**src/rtl/ram_march_bist.sv**
```systemverilog
// ram_march_bist
// March C- built-in self test for a single-port synchronous RAM, using the
// all-zeros (Z) and all-ones (O) data backgrounds:
//   M0 up(wZ); M1 up(rZ,wO); M2 up(rO,wZ); M3 down(rZ,wO); M4 down(rO,wZ); M5 up(rZ)
// A write takes one cycle (WRITE). A read takes two cycles on one address:
// ISSUE (read command) and CHECK (out_en high, data_out compared at the end).
// A full run therefore lasts 15*mem_depth cycles.
//
// Ports
//   clk        sole clock, rising edge
//   rst_n      asynchronous active-low reset (forces IDLE, all outputs 0)
//   start      one-cycle test request, honoured only in IDLE or DONE
//   cs         RAM chip select
//   wr_rd      RAM direction, 1 = write, 0 = read
//   out_en     RAM output enable
//   address    RAM word address
//   data_in    RAM write data
//   data_out   RAM read data
//   busy       high while the march is running
//   done       high while in DONE
//   fail       sticky mismatch flag
//   fail_addr  address of the first mismatch
//   err_cnt    saturating mismatch count
//
// Build option
//   BIST_ERR_CNT_EN  when defined, err_cnt counts mismatches (saturating at
//                    255, cleared at test start); otherwise err_cnt is tied 0.

module ram_march_bist #(
    parameter int data_width = 8,
    parameter int addr_size  = 4,
    parameter int mem_depth  = 16
) (
    input  logic                  clk,
    input  logic                  rst_n,
    input  logic                  start,
    output logic                  cs,
    output logic                  wr_rd,
    output logic                  out_en,
    output logic [addr_size-1:0]  address,
    output logic [data_width-1:0] data_in,
    input  logic [data_width-1:0] data_out,
    output logic                  busy,
    output logic                  done,
    output logic                  fail,
    output logic [addr_size-1:0]  fail_addr,
    output logic [7:0]            err_cnt
);

    localparam logic [1:0] ST_IDLE = 2'd0;
    localparam logic [1:0] ST_RUN  = 2'd1;
    localparam logic [1:0] ST_DONE = 2'd2;

    localparam logic [1:0] PH_ISSUE = 2'd0;
    localparam logic [1:0] PH_CHECK = 2'd1;
    localparam logic [1:0] PH_WRITE = 2'd2;

    localparam logic [2:0] EL_M0 = 3'd0;
    localparam logic [2:0] EL_M1 = 3'd1;
    localparam logic [2:0] EL_M2 = 3'd2;
    localparam logic [2:0] EL_M3 = 3'd3;
    localparam logic [2:0] EL_M4 = 3'd4;
    localparam logic [2:0] EL_M5 = 3'd5;

    localparam logic [addr_size-1:0]  ADDR_FIRST = {addr_size{1'b0}};
    localparam logic [addr_size-1:0]  ADDR_LAST  = addr_size'(mem_depth - 1);
    localparam logic [addr_size-1:0]  ADDR_ONE   = addr_size'(1);
    localparam logic [data_width-1:0] BG_ZERO    = {data_width{1'b0}};
    localparam logic [data_width-1:0] BG_ONE     = {data_width{1'b1}};

    // Elements M3 and M4 walk the address space downwards.
    function automatic logic el_down(input logic [2:0] el);
        return (el == EL_M3) || (el == EL_M4);
    endfunction

    // Background written by each element.
    function automatic logic [data_width-1:0] write_bg(input logic [2:0] el);
        logic [data_width-1:0] bg;
        case (el)
            EL_M1, EL_M3: bg = BG_ONE;
            default:      bg = BG_ZERO;
        endcase
        return bg;
    endfunction

    // Background each element expects to read back.
    function automatic logic [data_width-1:0] read_bg(input logic [2:0] el);
        logic [data_width-1:0] bg;
        case (el)
            EL_M2, EL_M4: bg = BG_ONE;
            default:      bg = BG_ZERO;
        endcase
        return bg;
    endfunction

    logic [1:0]           state_r, state_s;
    logic [1:0]           phase_r, phase_s;
    logic [2:0]           elem_r, elem_s;
    logic [addr_size-1:0] addr_r, addr_s;

    logic                 at_end_s;
    logic [addr_size-1:0] addr_step_s;
    logic [2:0]           elem_inc_s;
    logic                 run_s;
    logic                 start_acc_s;
    logic                 mismatch_s;

    assign at_end_s    = el_down(elem_r) ? (addr_r == ADDR_FIRST) : (addr_r == ADDR_LAST);
    assign addr_step_s = el_down(elem_r) ? (addr_r - ADDR_ONE) : (addr_r + ADDR_ONE);
    assign elem_inc_s  = elem_r + 3'd1;
    assign run_s       = (state_s == ST_RUN);
    // A start is only honoured while not running, so busy masks it.
    assign start_acc_s = start && (state_r != ST_RUN);
    assign mismatch_s  = (state_r == ST_RUN) && (phase_r == PH_CHECK) &&
                         (data_out != read_bg(elem_r));

    // March sequencer: next state, phase, element and address.
    always_comb begin
        state_s = state_r;
        phase_s = phase_r;
        elem_s  = elem_r;
        addr_s  = addr_r;
        case (state_r)
            ST_IDLE, ST_DONE: begin
                if (start) begin
                    state_s = ST_RUN;
                    phase_s = PH_WRITE;
                    elem_s  = EL_M0;
                    addr_s  = ADDR_FIRST;
                end else begin
                    state_s = state_r;
                end
            end
            ST_RUN: begin
                case (phase_r)
                    PH_ISSUE: begin
                        phase_s = PH_CHECK;
                    end
                    PH_CHECK: begin
                        // M5 is read-only, so its CHECK closes the address.
                        if (elem_r == EL_M5) begin
                            if (at_end_s) begin
                                state_s = ST_DONE;
                                phase_s = PH_ISSUE;
                                elem_s  = EL_M0;
                                addr_s  = ADDR_FIRST;
                            end else begin
                                phase_s = PH_ISSUE;
                                addr_s  = addr_step_s;
                            end
                        end else begin
                            phase_s = PH_WRITE;
                        end
                    end
                    PH_WRITE: begin
                        if (at_end_s) begin
                            elem_s  = elem_inc_s;
                            phase_s = PH_ISSUE;
                            addr_s  = el_down(elem_inc_s) ? ADDR_LAST : ADDR_FIRST;
                        end else begin
                            addr_s  = addr_step_s;
                            // M0 is write-only; every other element reads first.
                            phase_s = (elem_r == EL_M0) ? PH_WRITE : PH_ISSUE;
                        end
                    end
                    default: begin
                        state_s = ST_IDLE;
                        phase_s = PH_ISSUE;
                        elem_s  = EL_M0;
                        addr_s  = ADDR_FIRST;
                    end
                endcase
            end
            default: begin
                state_s = ST_IDLE;
                phase_s = PH_ISSUE;
                elem_s  = EL_M0;
                addr_s  = ADDR_FIRST;
            end
        endcase
    end

    // Sequencer state registers.
    always_ff @(posedge clk or negedge rst_n) begin
        if (!rst_n) begin
            state_r <= ST_IDLE;
            phase_r <= PH_ISSUE;
            elem_r  <= EL_M0;
            addr_r  <= ADDR_FIRST;
        end else begin
            state_r <= state_s;
            phase_r <= phase_s;
            elem_r  <= elem_s;
            addr_r  <= addr_s;
        end
    end

    // Outputs registered from the next state so they line up with state_r.
    always_ff @(posedge clk or negedge rst_n) begin
        if (!rst_n) begin
            cs      <= 1'b0;
            wr_rd   <= 1'b0;
            out_en  <= 1'b0;
            address <= ADDR_FIRST;
            data_in <= BG_ZERO;
            busy    <= 1'b0;
            done    <= 1'b0;
        end else begin
            cs      <= run_s;
            wr_rd   <= run_s && (phase_s == PH_WRITE);
            out_en  <= run_s && (phase_s == PH_CHECK);
            address <= run_s ? addr_s : ADDR_FIRST;
            data_in <= (run_s && (phase_s == PH_WRITE)) ? write_bg(elem_s) : BG_ZERO;
            busy    <= run_s;
            done    <= (state_s == ST_DONE);
        end
    end

    // Sticky fail flag; only the first mismatch loads fail_addr.
    always_ff @(posedge clk or negedge rst_n) begin
        if (!rst_n) begin
            fail      <= 1'b0;
            fail_addr <= ADDR_FIRST;
        end else if (start_acc_s) begin
            fail      <= 1'b0;
            fail_addr <= ADDR_FIRST;
        end else if (mismatch_s && !fail) begin
            fail      <= 1'b1;
            fail_addr <= addr_r;
        end else begin
            fail      <= fail;
            fail_addr <= fail_addr;
        end
    end

`ifdef BIST_ERR_CNT_EN
    // Saturating mismatch counter, cleared when a test starts.
    always_ff @(posedge clk or negedge rst_n) begin
        if (!rst_n) begin
            err_cnt <= 8'd0;
        end else if (start_acc_s) begin
            err_cnt <= 8'd0;
        end else if (mismatch_s && (err_cnt != 8'hFF)) begin
            err_cnt <= err_cnt + 8'd1;
        end else begin
            err_cnt <= err_cnt;
        end
    end
`else
    assign err_cnt = 8'd0;
`endif

endmodule
```
**config.mk**
```make
export PLATFORM = sky130hd
export DESIGN_NAME = ram_march_bist
export DESIGN_NICKNAME = d
export VERILOG_FILES = /design/src/rtl/ram_march_bist.sv
export SDC_FILE = /design/constraint.sdc
export NUM_CORES = 1
export LEC_CHECK = 0
export BUFFER_PORTS_ARGS = -buffer_cell sky130_fd_sc_hd__clkbuf_2
export CAP_MARGIN = 20
export CORE_ASPECT_RATIO = 1.5
export CORE_MARGIN = 5
export CORE_UTILIZATION = 46
export CTS_BUF_LIST = sky130_fd_sc_hd__clkbuf_4 sky130_fd_sc_hd__clkbuf_8
export DETAILED_ROUTE_END_ITERATION = 12
export PLACE_DENSITY = 0.76
export SYNTH_ARGS = -nofsm -noshare
export SYNTH_HDL_FRONTEND = slang
export SYNTH_SLANG_ARGS = --single-unit
```
**constraint.sdc**
```tcl
create_clock -name clk -period 2.27 [get_ports clk]
set_input_delay 0.227 -clock clk [delete_from_list [all_inputs] [get_ports clk]]
set_output_delay 0.227 -clock clk [all_outputs]
set_load 0.005 [all_outputs]
```
==> results of run 1 <==
## how the worst min path moves through the flow
stage	end	cells past startpoint
after detailed placement	fail_addr[2]	1
final	state_r[0]	3
after global placement	fail_addr[2]	1
after CTS	state_r[0]	3
after floorplan	addr_r[0]	0
after global routing	state_r[0]	3
## critical path, cell delays in order (launching register included)
cell and delay (ps):
dfrtp_1 420, ha_2 220, mux2i_4 230, inv_2 80, ha_1 280, a21o_1 170, a21oi_2 170, xnor2_2 140
mux2i_1 230, o211ai_1 100
## sequential cells by signal (all words and copies together), names as in the netlist
name and cells:
address 4, fail_addr 4, done 1, out_en 1
data_in 1, addr_r 4, elem_r 3, wr_rd 1
fail 1, phase_r 2, state_r 2, busy 1
## cell usage in the layout, fill, tap and decap left out, types with 3 or more instances in the layout
cell type,n
clkbuf_2,32
dfrtp_1,25
nand2_1,17
buf_4,14
o21ai_0,10
conb_1,8
nand2b_1,7
a21oi_1,7
inv_1,6
nor2_1,6
nand4_1,5
nand3_1,5
ha_1,5
inv_2,4
a21o_1,3
o21ai_1,3
nor4_1,3
and4_1,3
clkbuf_8,3
## report_power, final
group / switching (W) / internal [W] / total (W)
clock: 0.000148 / 0.000125 / 0.000273
sequential: 0.0000820 / 0.000541 / 0.000623
combinational: 0.000383 / 0.000274 / 0.000657
## what timing repair did
action,4_1_cts,5_1_grt
hold buffers,1,0
endpoints found under the hold margin,25,0
pin swaps,0,4
resized for setup,2,8
buffers inserted,0,3
endpoints found under the setup margin,2,3
## stage by stage
step | cell area [µm²] | instances
floorplan | 1600 | 172
global placement | 1740 | 235
detailed placement | 1740 | 235
CTS | 1800 | 240
global route | 1850 | 243
finish | 1850 | 243
## per-layer routing
metal / vias up / routed length, µm / part of all wire, %
met5: - / 0 / 0
met4: 0 / 121 / 3.5
met3: 11 / 240 / 7.0
met2: 51 / 1810 / 52
met1: 649 / 1280 / 37
li1: 631 / - / -
## area by class of cell
cell class	count	area, µm²
Fill cell	326	1510
Multi-Input combinational cell	115	806
Sequential cell	25	626
Timing Repair Buffer	47	275
Tap cell	42	52.6
Clock buffer	3	41.3
Inverter	10	37.5
Clock inverter	1	7.51
## logic make-up (layout without fill, tap and decap cells)
logic type                 count (synthesis)  count (layout)  synth area share (%)
adders and majority gates                  8               8                  6.83
muxes                                      4               4                  4.13
buffers and inverters                     32              61                  12.5
other                                      1               8                 0.238
DFF                                       25              25                  39.7
AOI/OAI and AO/OA                         40              40                  16.8
and+or+nand+nor                           53              53                  18.7
xor gates and xnor gates                   2               2                  1.11
==> results.sh, run 1 <==
export IMPL_status="finished clean"
export IMPL_dr_pass1_iters=4
export IMPL_layout_nets=221
export IMPL_critical_path_endpoint_type="register"
export IMPL_reg2reg_slack_ps=120
export IMPL_fp_dieW_um=57.8
export IMPL_crit_fanout=4
export IMPL_fin_setup_tns_ps=0
export IMPL_drt_vias_per_instance=5.52
export IMPL_hp_class="in2reg"
export IMPL_gp_congestion=0.905
export IMPL_tritoncts="done"
export IMPL_ys_warn_count=0
export IMPL_core_area_mm2=0.00335
export IMPL_drive_gt1_share_pct=31.8
export IMPL_setup_violations=0
export IMPL_met2_usage_pct=26.9
export IMPL_min_period_over_period_pct=94.9
export IMPL_antenna_found_initial=0
export IMPL_start_util_pct=47.0
export IMPL_met3_usage_pct=2.52
export IMPL_arrival_ps=2310
export IMPL_h_tree_depth=1
export IMPL_path_clk_slew_ps=90
export IMPL_place_ws_ps=-39.9
export IMPL_fin_worst_skew_ps=2.01
export IMPL_clk_insertion_delay_late_ps=280
export IMPL_grt_total_usage_pct=15.3
export IMPL_first_iter_violations=31
export IMPL_diodes=0
export IMPL_path_class="reg2reg"
export IMPL_netlist_area_leader_share_pct=39.7
export IMPL_io_buffer_count=32
export IMPL_drc_errors=0
export IMPL_cts_root_buf="clkbuf_8"
export IMPL_reg2regPathDepth=9
export IMPL_vias=1342
export IMPL_wire_per_inst_um=14.2
export IMPL_powerDensity_mw_per_mm2=841
export IMPL_grt_max_degree=26
export IMPL_synth_edf_count=0
export IMPL_clock_sinks=25
export IMPL_synth_area_leaders="dfrtp_1 (40%), buf_4 (7.6%), ha_1 (5.6%), nand2_1 (4.1%), o21ai_0 (3.8%)"
export IMPL_start_kind="register"
export IMPL_synth_top_area_cell="dfrtp_1"
export IMPL_antenna_left=0
export IMPL_clock_fmax_ghz=0.464
export IMPL_fin_ws_ps=116
export IMPL_die_area_mm2=0.00472
export IMPL_synth_cell_area_mm2=0.00158
export IMPL_drv_slew=0
export IMPL_p_leak_nw=0.886
export IMPL_synth_seq_cells=25
export IMPL_async_reset_ff_share_pct=100
export IMPL_grt_pass1_vias=1292
export IMPL_yosysMostFrequentCell="dfrtp_1"
export IMPL_avgSynthCellArea_um2=9.55
export IMPL_grt_overflow_total=0
export IMPL_areaGrowthSynthToFinish_pct=17.2
export IMPL_yosysUniqueCellTypes=44
export IMPL_hpwl_um=2650
export IMPL_cts_path_max_buffers=2
export IMPL_ys_seq_area_share_pct=39.7
export IMPL_required_ps=2430
export IMPL_final_util_pct=55.1
export IMPL_hold_violations=0
export IMPL_holdWs_ps=301
export IMPL_synthCells=165
export IMPL_r2r_end="addr_r[3]"
export IMPL_cts_inserted_buffers=3
export IMPL_relSlewSlack_pct=58.6
export IMPL_rows=26
export IMPL_die_y_um=81.7
export IMPL_irDropWorstVdd_v=0.000518
export IMPL_met1_usage_pct=16.7
export IMPL_maxCapViolCount=0
export IMPL_grt_first_pass_wirelength_um=5600
export IMPL_yosys_top_cells_count="dfrtp_1 (25), nand2_1 (17), buf_4 (16)"
export IMPL_grt_busiest_layer="met2"
export IMPL_worstReg2RegStart="elem_r[0]"
export IMPL_power_total_w=0.00155
export IMPL_worstSetupStartpoint="elem_r[0]"
export IMPL_hp_start="start"
export IMPL_io_pins=41
export IMPL_endpoint="addr_r[3]"
export IMPL_synthFlopType="dfrtp_1"
export IMPL_period_minus_slack_ps=2150
export IMPL_tightest_slew_ps=612
export IMPL_wl_um=3450
(Power assumes the default switching activity.)
==> run 2: changes to the inputs <==
--- a/config.mk
+++ b/config.mk
@@ -5,14 +5,17 @@
 export SDC_FILE = /design/constraint.sdc
 export NUM_CORES = 1
 export LEC_CHECK = 0
+export ABC_AREA = 1
 export BUFFER_PORTS_ARGS = -buffer_cell sky130_fd_sc_hd__clkbuf_2
 export CAP_MARGIN = 20
+export CELL_PAD_IN_SITES_DETAIL_PLACEMENT = 0
+export CELL_PAD_IN_SITES_GLOBAL_PLACEMENT = 1
 export CORE_ASPECT_RATIO = 1.5
 export CORE_MARGIN = 5
-export CORE_UTILIZATION = 46
+export CORE_UTILIZATION = 36
 export CTS_BUF_LIST = sky130_fd_sc_hd__clkbuf_4 sky130_fd_sc_hd__clkbuf_8
 export DETAILED_ROUTE_END_ITERATION = 12
-export PLACE_DENSITY = 0.76
+export PLACE_DENSITY = 0.81
 export SYNTH_ARGS = -nofsm -noshare
 export SYNTH_HDL_FRONTEND = slang
 export SYNTH_SLANG_ARGS = --single-unit
==> run 2 against run 1 <==
Against the previous run:
- design area increased by 5.2%
- global-route usage shrank 1.4 points
- core utilization is 13 points lower
- register-to-register slack better by 120 ps
- sequential power is 1% lower
- via count rose by 8.3%
==> results.sh, run 2 <==
export IMPL_status="finished clean"
export IMPL_layout_nets=281
export IMPL_path_clk_slew_ps=90
export IMPL_io_pins=41
export IMPL_drc_errors=0
export IMPL_final_util_pct=42.4
export IMPL_path_class="reg2reg"
export IMPL_areaGrowthSynthToFinish_pct=12.9
export IMPL_comb_power_share_pct=45.0
export IMPL_post_cts_buffers=0
export IMPL_synth_edf_count=0
export IMPL_cts_inserted_buffers=3
export IMPL_async_reset_ff_share_pct=100
export IMPL_reg_top3="addr_r (4), address (4), fail_addr (4)"
export IMPL_synthFlopType="dfrtp_1"
export IMPL_cpPeakStageDelay_ps=420
export IMPL_critPathSlowestCell="dfrtp_1"
export IMPL_wire_per_inst_um=11.9
export IMPL_grt_total_usage_pct=13.9
export IMPL_worstPathCellList="inv_2, ha_2, inv_1, nand2_1, nand2_4, nand2_4, nand2_8, inv_1, ha_1, o22ai_2, nand2_1, nand2_1, nand3_1, nor2_1"
export IMPL_worstSetupStartpoint="elem_r[0]"
export IMPL_p_int_w=0.000911
export IMPL_drive_gt1_share_pct=22.2
export IMPL_die_y_um=94.7
export IMPL_crit_top_cell="nand2_1"
export IMPL_min_period_over_period_pct=89.8
export IMPL_drv_slew=0
export IMPL_synth_area_leaders="dfrtp_1 (36%), nand2_1 (14%), inv_1 (7.6%), buf_4 (7.0%), ha_1 (5.1%)"
export IMPL_h_tree_depth=1
export IMPL_required_ps=2480
export IMPL_wl_um=3880
export IMPL_cts_root_buf="clkbuf_8"
export IMPL_tritoncts="done"
export IMPL_powerDensity_mw_per_mm2=830
export IMPL_fin_area_mm2=0.00194
export IMPL_ys_warn_count=0
export IMPL_rows=30
export IMPL_antenna_found_initial=0
export IMPL_r2r_end="data_in[6]"
export IMPL_reg2reg_slack_ps=230
export IMPL_gp_congestion=0.907
export IMPL_fp_dieW_um=66.4
export IMPL_synth_seq_cells=25
export IMPL_drt_vias_per_instance=4.47
export IMPL_grt_first_pass_wirelength_um=6770
export IMPL_yosysMostFrequentCell="nand2_1"
export IMPL_synthCells=232
export IMPL_first_iter_violations=26
export IMPL_diodes=0
export IMPL_ys_seq_area_share_pct=36.4
export IMPL_yosys_top_cells_count="nand2_1 (66), inv_1 (35), dfrtp_1 (25)"
export IMPL_arrival_ps=2250
export IMPL_switchingPower_w=0.000702
export IMPL_hold_depth=3
export IMPL_relSlewSlack_pct=59.7
export IMPL_core_area_mm2=0.00458
export IMPL_synth_cell_area_mm2=0.00172
export IMPL_crit_fanout=10
export IMPL_die_area_mm2=0.00629
export IMPL_p_leak_nw=1.09
export IMPL_netlist_area_leader_share_pct=36.4
export IMPL_antenna_left=0
export IMPL_hp_start="start"
export IMPL_seqPwrFrac_pct=38.1
export IMPL_mostFrequentLayoutCells="nand2_1 (66), inv_1 (34), clkbuf_2 (32), dfrtp_1 (25), nor2_1 (18)"
export IMPL_start_util_pct=37.6
export IMPL_start_kind="register"
export IMPL_period_minus_slack_ps=2040
export IMPL_placed_cell_area_mm2=0.00187
export IMPL_avgSynthCellArea_um2=7.42
export IMPL_clock_sinks=25
export IMPL_hp_class="in2reg"
export IMPL_clock_fmax_ghz=0.491
export IMPL_synth_top_area_cell="dfrtp_1"
export IMPL_dr_pass1_iters=6
export IMPL_yosysUniqueCellTypes=25
export IMPL_grt_setup_unrepaired="no"
export IMPL_grt_max_degree=26
export IMPL_p_sw_share_pct=43.5
export IMPL_fillers=524
export IMPL_tightest_slew_ps=605
export IMPL_cts_path_max_buffers=2
export IMPL_setup_violations=0
export IMPL_irDropWorstVdd_v=0.000394
export IMPL_worstReg2RegStart="elem_r[0]"
export IMPL_hold_path_end="phase_r[1]"
export IMPL_maxCapViolCount=0
export IMPL_hpwl_um=3160
export IMPL_reg2regPathDepth=14
export IMPL_fin_setup_tns_ps=0
export IMPL_fin_worst_skew_ps=4.98
export IMPL_grt_pass1_vias=1469
export IMPL_cp_top_family="simple AND/OR/NAND/NOR gates"
export IMPL_clk_insertion_delay_late_ps=270
export IMPL_vias=1453
export IMPL_layout_commonest_cell="nand2_1"
export IMPL_pwr_share_clk_pct=16.9
export IMPL_hold_violations=0
export IMPL_grt_overflow_total=0
export IMPL_io_buffer_count=32
export IMPL_critical_path_endpoint_type="register"
export IMPL_worst_path_buf_inv=3
[run 2: cell types whose count changed after synthesis, moves of 5 or more]
cell / previous run / this run
inv_1: 9 / 35
nand2_1: 17 / 66
nand2_4: 0 / 5
nand2b_1: 7 / 0
nand3_1: 5 / 17
nor2_1: 6 / 18
[run 2: logic make-up after synthesis]
family,synth area share (%)
xor gates and xnor gates,0.509
DFF,36.4
and+or+nand+nor,33.3
AOI/OAI and AO/OA,8.51
other,0.218
adders and majority gates,6.25
buffers and inverters,14.8
[run 2: power by group through the flow]
stage | Clock, W | Combinational (W) | Sequential [W]
2_1_floorplan | 0 | 0.000502 | 0.000618
3_3_place_gp | 0 | 0.000733 | 0.000625
3_5_place_dp | 0 | 0.000734 | 0.000624
4_1_cts | 0.000289 | 0.000739 | 0.000614
5_1_grt | 0.000308 | 0.000845 | 0.000635
6_report | 0.000273 | 0.000725 | 0.000614
[run 2: layout make-up]
cell class	instances	area [µm²]	share of cell area, %
inverters	36	135	6.96
repair buffers	34	178	9.15
well taps	64	80.1	4.12
clock buffers	3	41.3	2.13
flip-flops and latches	25	626	32.2
clock inverters	1	7.51	0.387
multi-input cells	162	875	45.0
[run 2: metal layers]
| metal | GRT usage (%) | up-vias | part of all wire [%] |
|---|---|---|---|
| li1 | - | 760 | - |
| met1 | 16.6 | 656 | 42 |
| met2 | 24.7 | 30 | 52 |
| met3 | 1.55 | 7 | 3.3 |
| met4 | 5.93 | 0 | 2.4 |
| met5 | 0 | - | 0 |
[run 2: worst max path at each step]
stage,cells past startpoint,endpoint
CTS,14,data_in[6]
detailed placement,14,data_in[6]
global placement,14,data_in[6]
finish,14,data_in[6]
global route,14,data_in[6]
floorplan,14,data_in[6]
[run 2: timing repair]
action	CTS	global route
hold buffers	1	0
endpoints found under the hold margin	25	0
gates resized for setup	0	3
endpoints found under the setup margin	0	1
[run 2: per-stage QoR]
stage / total power, W / instances / hold WS [ps] / setup WS, ps
after global placement: 0.00136 / 320 / 275 / 222
after floorplan: 0.00112 / 239 / -68.6 / 356
after detailed placement: 0.00136 / 320 / 281 / 178
after global routing: 0.00179 / 325 / 347 / 32.3
final: 0.00161 / 325 / 304 / 233
after CTS: 0.00164 / 325 / 302 / 149
[run 2: worst reg2reg max path, cell delays in order (launching register included)]
cell	delay, ps
dfrtp_1	420
inv_2	80
ha_2	210
inv_1	70
nand2_1	90
nand2_4	110
nand2_4	80
nand2_8	120
inv_1	60
ha_1	280
o22ai_2	160
nand2_1	60
nand2_1	80
nand3_1	80
nor2_1	80
